--- config.mk ---
export PLATFORM = sky130hd
export DESIGN_NAME = cs_measure_flat
export DESIGN_NICKNAME = d
export VERILOG_FILES = /design/src/rtl/cs_measure_if.sv /design/src/rtl/cs_measure.sv /design/src/flat_wrapper.sv
export SDC_FILE = /design/constraint.sdc
export NUM_CORES = 1
export LEC_CHECK = 0
export ABC_CLOCK_PERIOD_IN_PS = 4370
export CAP_MARGIN = 20
export CELL_PAD_IN_SITES_DETAIL_PLACEMENT = 0
export CELL_PAD_IN_SITES_GLOBAL_PLACEMENT = 1
export CORE_UTILIZATION = 47
export CTS_BUF_LIST = sky130_fd_sc_hd__clkbuf_16
export DETAILED_ROUTE_END_ITERATION = 7
export PLACE_DENSITY = 0.87
export SLEW_MARGIN = 0
export SYNTH_ARGS = -nofsm -noshare
export SYNTH_HDL_FRONTEND = slang
export SYNTH_SLANG_ARGS = --single-unit
--- constraint.sdc ---
create_clock -name clk -period 4.37 [get_ports clk]
set_clock_uncertainty 0.15 [all_clocks]
set_input_delay 0.437 -clock clk [delete_from_list [all_inputs] [get_ports clk]]
set_output_delay 0.437 -clock clk [all_outputs]
set_load 0.02 [all_outputs]
--- src/rtl/cs_measure_if.sv ---
// cs_measure_if: sample input stream and measurement output stream of cs_measure
interface cs_measure_if #(parameter int ACC_W = 16);
  logic             in_valid;
  logic [7:0]       in_data;
  logic             in_ready;
  logic             out_valid;
  logic [ACC_W-1:0] out_data;
  logic             out_ready;
  logic             frame_done;
  modport master (output in_valid, in_data, out_ready, input in_ready, out_valid, out_data, frame_done);
  modport slave  (input in_valid, in_data, out_ready, output in_ready, out_valid, out_data, frame_done);
endinterface

--- src/rtl/cs_measure.sv ---
// cs_measure: compressive-sensing y = Phi*x with an LFSR-generated +/-1 Bernoulli matrix
module cs_measure #(
  parameter int          N_SAMPLES = 64,
  parameter int          M_MEAS    = 16,
  parameter int          ACC_W     = 16,
  parameter logic [15:0] SEED      = 16'hACE1
) (
  input logic           clk,
  input logic           rst_n,
  input logic           frame_clr,
  cs_measure_if.slave   bus
);
  localparam int MW = M_MEAS > 1 ? $clog2(M_MEAS) : 1;
  localparam int NW = $clog2(N_SAMPLES);
  typedef enum logic [1:0] {COLLECT, MAC, DRAIN} state_t;
  state_t                  state;
  logic signed [ACC_W-1:0] acc [M_MEAS];
  logic [15:0]             lfsr;
  logic [NW-1:0]           n_cnt;
  logic [MW-1:0]           m_cnt;
  logic [7:0]              sample;
  logic signed [ACC_W-1:0] x;
  logic signed [ACC_W-1:0] sum;
  logic                    m_last;
  logic                    n_last;
  assign x      = ACC_W'(sample);
  assign sum    = lfsr[0] ? acc[m_cnt] - x : acc[m_cnt] + x;
  assign m_last = m_cnt == MW'(M_MEAS - 1);
  assign n_last = n_cnt == NW'(N_SAMPLES - 1);
  // Frame sequencer: collect one sample, spread it over all rows, drain results after the last sample
  always_ff @(posedge clk or negedge rst_n) begin
    if (!rst_n) begin
      state <= COLLECT;
      for (int i = 0; i < M_MEAS; i++) acc[i] <= '0;
      lfsr           <= SEED;
      n_cnt          <= '0;
      m_cnt          <= '0;
      sample         <= '0;
      bus.in_ready   <= 1'b1;
      bus.out_valid  <= 1'b0;
      bus.out_data   <= '0;
      bus.frame_done <= 1'b0;
    end else begin
      bus.frame_done <= 1'b0;
      if (frame_clr) begin
        state <= COLLECT;
        for (int i = 0; i < M_MEAS; i++) acc[i] <= '0;
        lfsr          <= SEED;
        n_cnt         <= '0;
        m_cnt         <= '0;
        bus.in_ready  <= 1'b1;
        bus.out_valid <= 1'b0;
      end else begin
        case (state)
          COLLECT: if (bus.in_valid) begin
            sample       <= bus.in_data;
            m_cnt        <= '0;
            bus.in_ready <= 1'b0;
            state        <= MAC;
          end
          MAC: begin
            acc[m_cnt] <= sum;
            lfsr       <= {lfsr[0] ^ lfsr[2] ^ lfsr[3] ^ lfsr[5], lfsr[15:1]};
            m_cnt      <= m_cnt + 1'b1;
            if (m_last && n_last) begin
              m_cnt         <= '0;
              bus.out_valid <= 1'b1;
              bus.out_data  <= m_cnt == '0 ? sum : acc[0];
              state         <= DRAIN;
            end else if (m_last) begin
              n_cnt        <= n_cnt + 1'b1;
              bus.in_ready <= 1'b1;
              state        <= COLLECT;
            end
          end
          DRAIN: if (bus.out_ready) begin
            if (m_last) begin
              for (int i = 0; i < M_MEAS; i++) acc[i] <= '0;
              lfsr           <= SEED;
              n_cnt          <= '0;
              m_cnt          <= '0;
              bus.out_valid  <= 1'b0;
              bus.in_ready   <= 1'b1;
              bus.frame_done <= 1'b1;
              state          <= COLLECT;
            end else begin
              m_cnt        <= m_cnt + 1'b1;
              bus.out_data <= acc[m_cnt + 1'b1];
            end
          end
          default: state <= COLLECT;
        endcase
      end
    end
  end
endmodule

--- src/flat_wrapper.sv ---
// flat-port wrapper written by rule: the top's interface ports become plain ports
module cs_measure_flat 
#(
  parameter int          N_SAMPLES = 64,
  parameter int          M_MEAS    = 16,
  parameter int          ACC_W     = 16,
  parameter logic [15:0] SEED      = 16'hACE1
)
  (clk, rst_n, frame_clr, bus_in_valid, bus_in_data, bus_out_ready, bus_in_ready, bus_out_valid, bus_out_data, bus_frame_done);
  cs_measure_if #(.ACC_W(ACC_W)) bus_i ();
  input logic clk;
  input logic rst_n;
  input logic frame_clr;
  input wire logic [$bits(bus_i.in_valid)-1:0] bus_in_valid;
  input wire logic [$bits(bus_i.in_data)-1:0] bus_in_data;
  input wire logic [$bits(bus_i.out_ready)-1:0] bus_out_ready;
  output wire logic [$bits(bus_i.in_ready)-1:0] bus_in_ready;
  output wire logic [$bits(bus_i.out_valid)-1:0] bus_out_valid;
  output wire logic [$bits(bus_i.out_data)-1:0] bus_out_data;
  output wire logic [$bits(bus_i.frame_done)-1:0] bus_frame_done;
  assign bus_i.in_valid = bus_in_valid;
  assign bus_i.in_data = bus_in_data;
  assign bus_i.out_ready = bus_out_ready;
  assign bus_in_ready = bus_i.in_ready;
  assign bus_out_valid = bus_i.out_valid;
  assign bus_out_data = bus_i.out_data;
  assign bus_frame_done = bus_i.frame_done;
  cs_measure #(.N_SAMPLES(N_SAMPLES), .M_MEAS(M_MEAS), .ACC_W(ACC_W), .SEED(SEED)) u_core (.clk(clk), .rst_n(rst_n), .frame_clr(frame_clr), .bus(bus_i));
endmodule
==> Yosys cells after proc, flatten, opt, wreduce, memory -nomap -nowiden <==
Cells that the tools add are included.
{ "classes": {"n_eq_ne": 13, "n_mux": 56, "reduce_logical": 15, "n_bitwise": 6, "add_sub_neg": 4, "order_cmp": 3} }
{ "ops": {"columns": ["cell", "n"], "rows": [
  ["256-bit two-way mux", 3],
  ["256-bit one-hot mux with 2 select lines", 1],
  ["256-bit bitwise mux", 1],
  ["16-bit two-way mux", 13],
  ["16-bit binary-select mux with 4-bit select", 2],
  ["16-bit demux with 4-bit select", 1],
  ["16-bit one-hot mux with 2 select lines", 2],
  ["6-bit two-way mux", 5],
  ["4-bit two-way mux", 5],
  ["16-bit by 9-bit adder with 16-bit output", 1],
  ["16-bit by 9-bit subtractor with 16-bit output", 1],
  ["1-bit two-way mux", 13],
  ["4-bit one-hot mux with 3 select lines", 1],
  ["6-bit one-hot mux with 2 select lines", 1],
  ["5-bit greater-or-equal comparator, second input constant", 2],
  ["2-bit two-way mux", 5],
  ["4-bit NOT with 5-bit output", 2],
  ["5-bit AND reduction", 2],
  ["3-bit by 2-bit != test with 1-bit output, second input constant", 3],
  ["3-bit != test, second input constant", 3],
  ["3-bit AND reduction", 3],
  ["4-bit AND reduction", 2],
  ["6-bit by 1-bit adder with 6-bit output, second input constant", 1],
  ["6-bit == test, second input constant", 1],
  ["other kinds (19)", 23]
]} }
{ "totals": {"ff_bits": 311, "output_inout_bits": 19, "input_bits": 13, "elab_cells": 122} }

==> Depth between registers and ports, before layout <==
Gate-level depths: netlist of the first run.
{ "depth": {"depth_word": 9, "mapped_depth": 14, "ltp_nobuf": 12} }

==> Worst setup path before layout of the first run <==
OpenSTA, ideal clock, no wires.
{ "synth_timing": {"kind": "register -> register", "startpoint": "reg u_core.m_cnt[0]", "endpoint": "reg u_core.acc[76] (netlist name)", "path_slack_ps": 141, "n_path_buf": 4, "synth_period_minus_slack_ps": 4229, "t_arrival_ps": 4013, "stages_incl_launch_ff": 14, "setup_time_ps": 66, "required_ps": 4154, "cell_sequence": "dfrtp_1 buf_6 buf_2 buf_2 mux4_2 mux4_2 ha_1 a21o_1 a21oi_1 a32oi_2 a31oi_2 mux2i_2 buf_4 a22o_1"} }
{ "synth_between": {"elab_chain_len": 9, "word_cells_on_any_way": 18, "cone_classes": "2 x add/sub; 2 x order compare; 2 x eq/ne; 9 x mux; 1 x bitwise; 2 x reduce/logical"} }
{ "synth_lines": {"columns": ["element", "line_no", "source"], "rows": [
  ["from (decl)", "cs_measure.sv:20", "logic [MW-1:0] m_cnt;"],
  ["from (signal assigned)", "cs_measure.sv:64", "m_cnt <= m_cnt + 1'b1;"],
  ["from (signal assigned)", "cs_measure.sv:87", "m_cnt <= m_cnt + 1'b1;"],
  ["4-bit NOT with 5-bit output (implied by the code)", "cs_measure.sv:27, cs_measure.sv:62", null],
  ["16-bit binary-select mux with 4-bit select", "cs_measure.sv:27", "assign sum = lfsr[0] ? acc[m_cnt] - x : acc[m_cnt] + x;"],
  ["16-bit two-way mux (implied by the code) (2 in series)", "cs_measure.sv:27", null],
  ["16-bit by 9-bit adder with 16-bit output or 16-bit by 9-bit subtractor with 16-bit output (tied branches)", "cs_measure.sv:27", null],
  ["16-bit two-way mux", "cs_measure.sv:27", null],
  ["256-bit bitwise mux", "cs_measure.sv:62", "acc[m_cnt] <= sum;"],
  ["256-bit one-hot mux with 2 select lines", "cs_measure.sv:54", "case (state)"],
  ["256-bit two-way mux", "cs_measure.sv:45", "if (frame_clr) begin"],
  ["to (signal, indexed assignment)", "cs_measure.sv:62", null],
  ["to (decl)", "cs_measure.sv:17", "logic signed [ACC_W-1:0] acc [M_MEAS];"]
]} }
Parallel ways exist; a longest one is shown, timed or not. The select of a mux whose other input is x is not followed.
A chain may end at the register's enable or synchronous reset.

==> Final worst setup path of the first run <==
Ends and elaborated chain as after synthesis.

==> results.cfg, run 1 <==
[run_status]
outcome = finished clean

[routing]
highest_metal_layer_used_by_the_detailed_router = met5
wirelength_mm = 50.2
residual_drc_count = 0
detailedRoute.firstPassIterationCount = 6
detail_routed_net_length_per_standard_cell_um = 27.1
via_count = 12800
wl_met2_mm = 23.4
met3_wirelength_mm = 5.71
postRouteAntennaNets = 0
drt_iter0_markers = 1735
m1WireLength_mm = 19.4
post_drt_via_cell_ratio = 6.91

[worst_setup_path]
timing.reg2reg.setup_slack_ps = 180
worst_setup_path_endpoint = u_core.acc[76]
crit_path_required_time_ps = 4700
path_class = register to register
critical_path.startpoint = u_core.m_cnt[0]
arrival_ps = 4520
critical_path.max_fanout = 26
worst-r2r-cell-count = 11
reg2reg_from = u_core.m_cnt[0]
worst_setup_path_start_kind = register
r2r_end = u_core.acc[76]
timing.critical_path.to_type = register

[clock_network]
clock_tree_from_tritoncts = done
clock-root-buffer = clkbuf_16
clk-insertion-delay-late_ps = 540
ctsHtreeMaxLevel = 2
max-clock-path-buffers = 3
num_clock_sinks = 311
cts.reportedPaths.clkPinSlew_ps = 60
numCtsBuffers = 35

[floorplan]
floorplan.initialDensity = 0.482
die_height_um = 191
floorplan.die.width_um = 191
row_count = 68
boundaryPins = 32
core_region_area_sq_um = 34800
die_area_sq_um = 36500

[finish]
nFillCells = 2825
nets = 1408
reg_area_sq_um = 7800
finish.instance_area_sq_um = 18900
area.growth.synth_to_final_pct = 12.6
drive_gt1_frac = 0.222
final_core_utilization = 0.543
multiInputGateArea_sq_um = 8470

[pwr]
power_frac_clock = 0.298
irDropWorstVdd_v = 0.000437
power-per-cell-area_nw_per_um2 = 526
power.combinational.fraction = 0.381
share_seq_of_total_power = 0.321
switchingPower_mw = 3.93
netSwitchingFraction = 0.396
p_leak_nw = 8.12
power.internal_mw = 6.00

[sta]
timing.slew.headroom = 0.201
post-route-period-util = 0.959
timing_hold_violations_final = 0
tightest_slew_ps = 1190
rsz_0062_raised_after_global_routing = no
finalMaxSlewViolations = 0
timing.final.crit_period_ps = 4190
totalNegativeSetupSlack_ps = 0
finalSetupViolations = 0
achievable-frequency_mhz = 239

[yosys]
yosys.area.top_type_share = 0.450
async_sr_flop_fraction = 1.00
synth_area_sq_um = 16800
synth.area.top_cells = dfrtp_1, mux4_2, a22o_1
synth.cells.most_frequent = dfrtp_1, a22o_1, nand2_1
post_synth_net_total = 1385
post_synth_inst_count = 1345
synth_cell_type_count = 58
synth_sequential_area_ratio = 0.464
synth_largest_area_cell = dfrtp_1
synth_ff_type = dfrtp_1
synth_edf_count = 0
synth_area_per_cell_sq_um = 12.5
post-synth-top-count-cell = dfrtp_1
yosys_warnings = 0
seq_cells_post_synth = 311

[global_routing]
gr-usage-all-layers = 0.284
grt_max_degree = 86
grt_antenna_before_repair = 3
global_route_wire_length_before_repair_mm = 77.6
grt_pass1_vias = 12500
grt.overflow.total = 0

[min_path]
hold_class = input pin to asynchronous set/reset pin

[job]
max_cap_viol_count = 0

[placement]
dpl_cell_area_sq_um = 17800
globalplace.congestion = 0.962
detailedPlacementHpwl_mm = 34.2
io_buf_count = 31
sequential cells by signal, summed over array words and instances (netlist names):
name                   flops
u_core.acc               256
u_core.bus.frame_done      1
u_core.bus.in_ready        1
u_core.bus.out_data       16
u_core.bus.out_valid       1
u_core.lfsr               16
u_core.m_cnt               4
u_core.n_cnt               6
u_core.sample              8
u_core.state               2
worst max-delay path: stages (launching register included):
cell,delay [ps]
dfrtp_4,490
buf_12,220
mux4_2,590
mux4_2,510
ha_1,360
a21o_1,230
a21oi_1,250
a32oi_2,180
a31oi_2,400
mux2i_2,270
buf_4,260
a22o_1,170
kinds of logic after synthesis:
logic type | count (synthesis) | synth area share
compound gates | 394 | 0.168
simple gates | 284 | 0.0751
xor+xnor | 24 | 0.0130
flops | 311 | 0.464
buf+inv | 128 | 0.0329
fa+ha+maj | 27 | 0.0206
mux | 177 | 0.226
placed cells by master, fill, tap and decap left out, types with 4 or more instances in the layout:
master,count
dfrtp_1,299
a22o_1,173
nand2_1,154
mux4_2,153
o21ai_0,122
buf_4,58
nor2_1,51
a21oi_1,36
clkbuf_16,36
clkdlybuf4s50_1,30
inv_1,25
ha_1,25
xnor2_1,14
nand2b_1,12
and3_1,12
and2_1,11
mux2_2,10
or2_2,10
clkinv_1,10
o31ai_1,9
dfstp_2,9
nor3_1,8
xor2_1,8
a21o_1,8
o22a_1,8
nor2b_1,7
mux2i_1,7
nand3_1,7
o21ai_1,7
mux4_1,6
o211ai_1,5
buf_12,5
clkinv_2,4
bufinv_16,4
stage by stage:
| stage | hold slack [ps] | cells | setup slack (ps) | power, mW |
|---|---|---|---|---|
| after CTS | 329 | 1849 | 188 | 9.83 |
| after global placement | 309 | 1785 | 306 | 6.81 |
| final | 327 | 1850 | 178 | 9.94 |
| after detailed placement | 311 | 1785 | 212 | 6.87 |
| after global routing | 348 | 1849 | 37.0 | 10.3 |
| after floorplan | -8.59 | 1345 | 141 | 5.56 |
power by group through the flow:
stage	combinational, mW	clock, mW	sequential, mW
detailed placement	3.64	0	3.23
global route	4.01	3.10	3.20
CTS	3.67	2.98	3.18
finish	3.79	2.96	3.19
global placement	3.59	0	3.22
floorplan	2.38	0	3.18
timing repair:
action,4_1_cts,5_1_grt
endpoints found under the hold margin,79,0
buffers inserted,0,0
hold buffers,1,0
setup endpoints to repair,0,3
resized for setup,0,1
layout make-up:
cell class | count | share of cell area
Sequential cell | 311 | 0.413
Timing Repair Buffer | 95 | 0.0455
Tap cell | 455 | 0.0301
Clock buffer | 36 | 0.0476
Multi-Input combinational cell | 906 | 0.448
Antenna cell | 1 | 0.000132
Clock inverter | 27 | 0.0123
Inverter | 19 | 0.00377
worst min-delay path by stage:
stage	from	end	slack (ps)
after floorplan	rst_n	u_core.acc[0]	-9
final	rst_n	u_core.acc[241]	330
after global placement	u_core.n_cnt[5]	u_core.n_cnt[5]	310
after CTS	u_core.bus.out_data[5]	u_core.bus.out_data[5]	330
after detailed placement	u_core.n_cnt[5]	u_core.n_cnt[5]	310
after global routing	u_core.bus.out_data[5]	u_core.bus.out_data[5]	350
metal layers:
metal,vias up,global-route usage
li1,5218,-
met2,828,0.434
met1,6578,0.391
met3,149,0.0755
met4,4,0.100
met5,-,0
(Power assumes the default switching activity.)
==> run 2, diff against run 1 <==
CORE_MARGIN = 2   (was not set)
==> run 2 against run 1 <==
Clock-buffer cell count up 1. Non-clock buffer count down 3. Combinational power about the same. Largest power group unchanged.
==> results.cfg, run 2 (same netlist as run 1, synthesis figures left out) <==
[floorplan]
boundaryPins = 32
die_height_um = 193
core_region_area_sq_um = 35400
floorplan.initialDensity = 0.474
row_count = 69
floorplan.die.width_um = 193
die_area_sq_um = 37200

[finish]
area.growth.synth_to_final_pct = 13.0
largest_reg_flops = 256
nets = 1404
regMostFlops = u_core.acc
finish.instance_area_sq_um = 19000
most-common-layout-cells = dfrtp_1, a22o_1, nand2_1
largest_registers = u_core.acc (256), u_core.bus.out_data (16), u_core.lfsr (16)
mostFrequentLayoutCell = dfrtp_1
drive_gt1_frac = 0.220

[worst_setup_path]
worstPathCellList = buf_12 -> buf_12 -> mux4_2 -> mux4_2 -> ha_1 -> a21o_1 -> a21oi_1 -> a32oi_2 -> a31oi_2 -> mux2i_2 -> buf_4 -> a22o_1
timing.reg2reg.setup_slack_ps = 170
path_class = register to register
timing.critical_path.to_type = register
arrival_ps = 4510
critical_path.max_fanout = 32
critical_path.slowest_cell = mux4_2
slowest_stage_delay_on_critical_path_ps = 530
crit_path_required_time_ps = 4690
worst_setup_path_start_kind = register

[clock_network]
num_clock_sinks = 311
numCtsBuffers = 34
ctsHtreeMaxLevel = 2
clock-root-buffer = clkbuf_16
max-clock-path-buffers = 3
clk-insertion-delay-late_ps = 540
cts.reportedPaths.clkPinSlew_ps = 60
postCtsSetupBuffers = 0
clock_tree_from_tritoncts = done

[sta]
timing.final.crit_period_ps = 4200
achievable-frequency_mhz = 238
tightest_slew_ps = 1130
fin_hold_ws_ps = 331
rsz_0062_raised_after_global_routing = yes
worst_setup_margin_ps = 174
finalSetupViolations = 0
timing_hold_violations_final = 0
finalMaxSlewViolations = 0
timing.slew.headroom = 0.239
post-route-period-util = 0.960

[routing]
detail_routed_net_length_per_standard_cell_um = 27.1
via_count = 12600
residual_drc_count = 0
detailedRoute.firstPassIterationCount = 5
drt_iter0_markers = 1403
wirelength_mm = 50.2
postRouteAntennaNets = 0
post_drt_via_cell_ratio = 6.81

[global_routing]
grt_antenna_before_repair = 1
grt.overflow.total = 0
grt_max_degree = 101
grt_pass1_vias = 12100
global_route_wire_length_before_repair_mm = 75.8
gr-usage-all-layers = 0.273

[min_path]
hold_class = register to register

[placement]
detailedPlacementHpwl_mm = 32.9
place_worst_setup_slack_ps = 157
globalplace.congestion = 0.926
dpl_cell_area_sq_um = 17800
io_buf_count = 31

[pwr]
power-per-cell-area_nw_per_um2 = 523
p_leak_nw = 8.12
irDropWorstVdd_v = 0.000520

[job]
max_cap_viol_count = 0

[run_status]
outcome = finished clean
run 2: report_power, final:
part           leakage, nW  switching (mW)  internal (mW)  total [mW]
Sequential            4.24           0.166           3.03        3.19
Clock                0.562            1.20           1.70        2.90
Combinational         3.31            2.54           1.28        3.82
run 2: what timing repair did:
action                                  4_1_cts  5_1_grt
hold endpoints to repair                     93        0
resized for setup                             0        5
endpoints found under the setup margin        0       31
hold buffers                                  1        0
run 2: worst paths after layout:
kind / start / cells after the start / to
setup / recovery: u_core.m_cnt[0] / 12 / u_core.acc[220]
hold / removal: u_core.bus.out_data[10] / 2 / u_core.bus.out_data[10]
setup reg to reg: u_core.m_cnt[0] / 12 / u_core.acc[220]
hold reg to reg: u_core.bus.out_data[10] / 2 / u_core.bus.out_data[10]
max in group asynchronous: rst_n / 3 / u_core.acc[201]
min in group asynchronous: rst_n / 2 / u_core.bus.out_data[2]
run 2: layout make-up:
class / count / area [sq um]
Fill cell: 2909 / 16400
Multi-Input combinational cell: 906 / 8480
Sequential cell: 311 / 7800
Clock buffer: 37 / 926
Timing Repair Buffer: 92 / 925
Tap cell: 461 / 577
Clock inverter: 25 / 188
Inverter: 19 / 71.3
Antenna cell: 1 / 2.50
run 2: worst max-delay path, delay by kind of cell (launching register included):
family	cells	cell delay, ps
muxes	3	1270
AOI/OAI and AO/OA	5	1210
buffers and inverters	3	670
DFF	1	440
adders and majority gates	1	350
run 2: per-layer routing:
metal,vias up,track usage,part of all wire
met5,-,0,0.00016
met4,2,0.0801,0.029
met3,121,0.0889,0.12
met2,764,0.408,0.46
met1,6504,0.384,0.39
li1,5220,-,-
run 2: through the flow:
stage                     utilization  std cells  TNS (ps)  total power [mW]
after global placement          0.503       1788         0              6.83
after global routing            0.536       1851     -23.6              10.3
after CTS                       0.535       1851         0              9.81
after floorplan                     -       1345         0              5.56
after detailed placement        0.503       1788         0              6.88
final                           0.536       1852         0              9.91
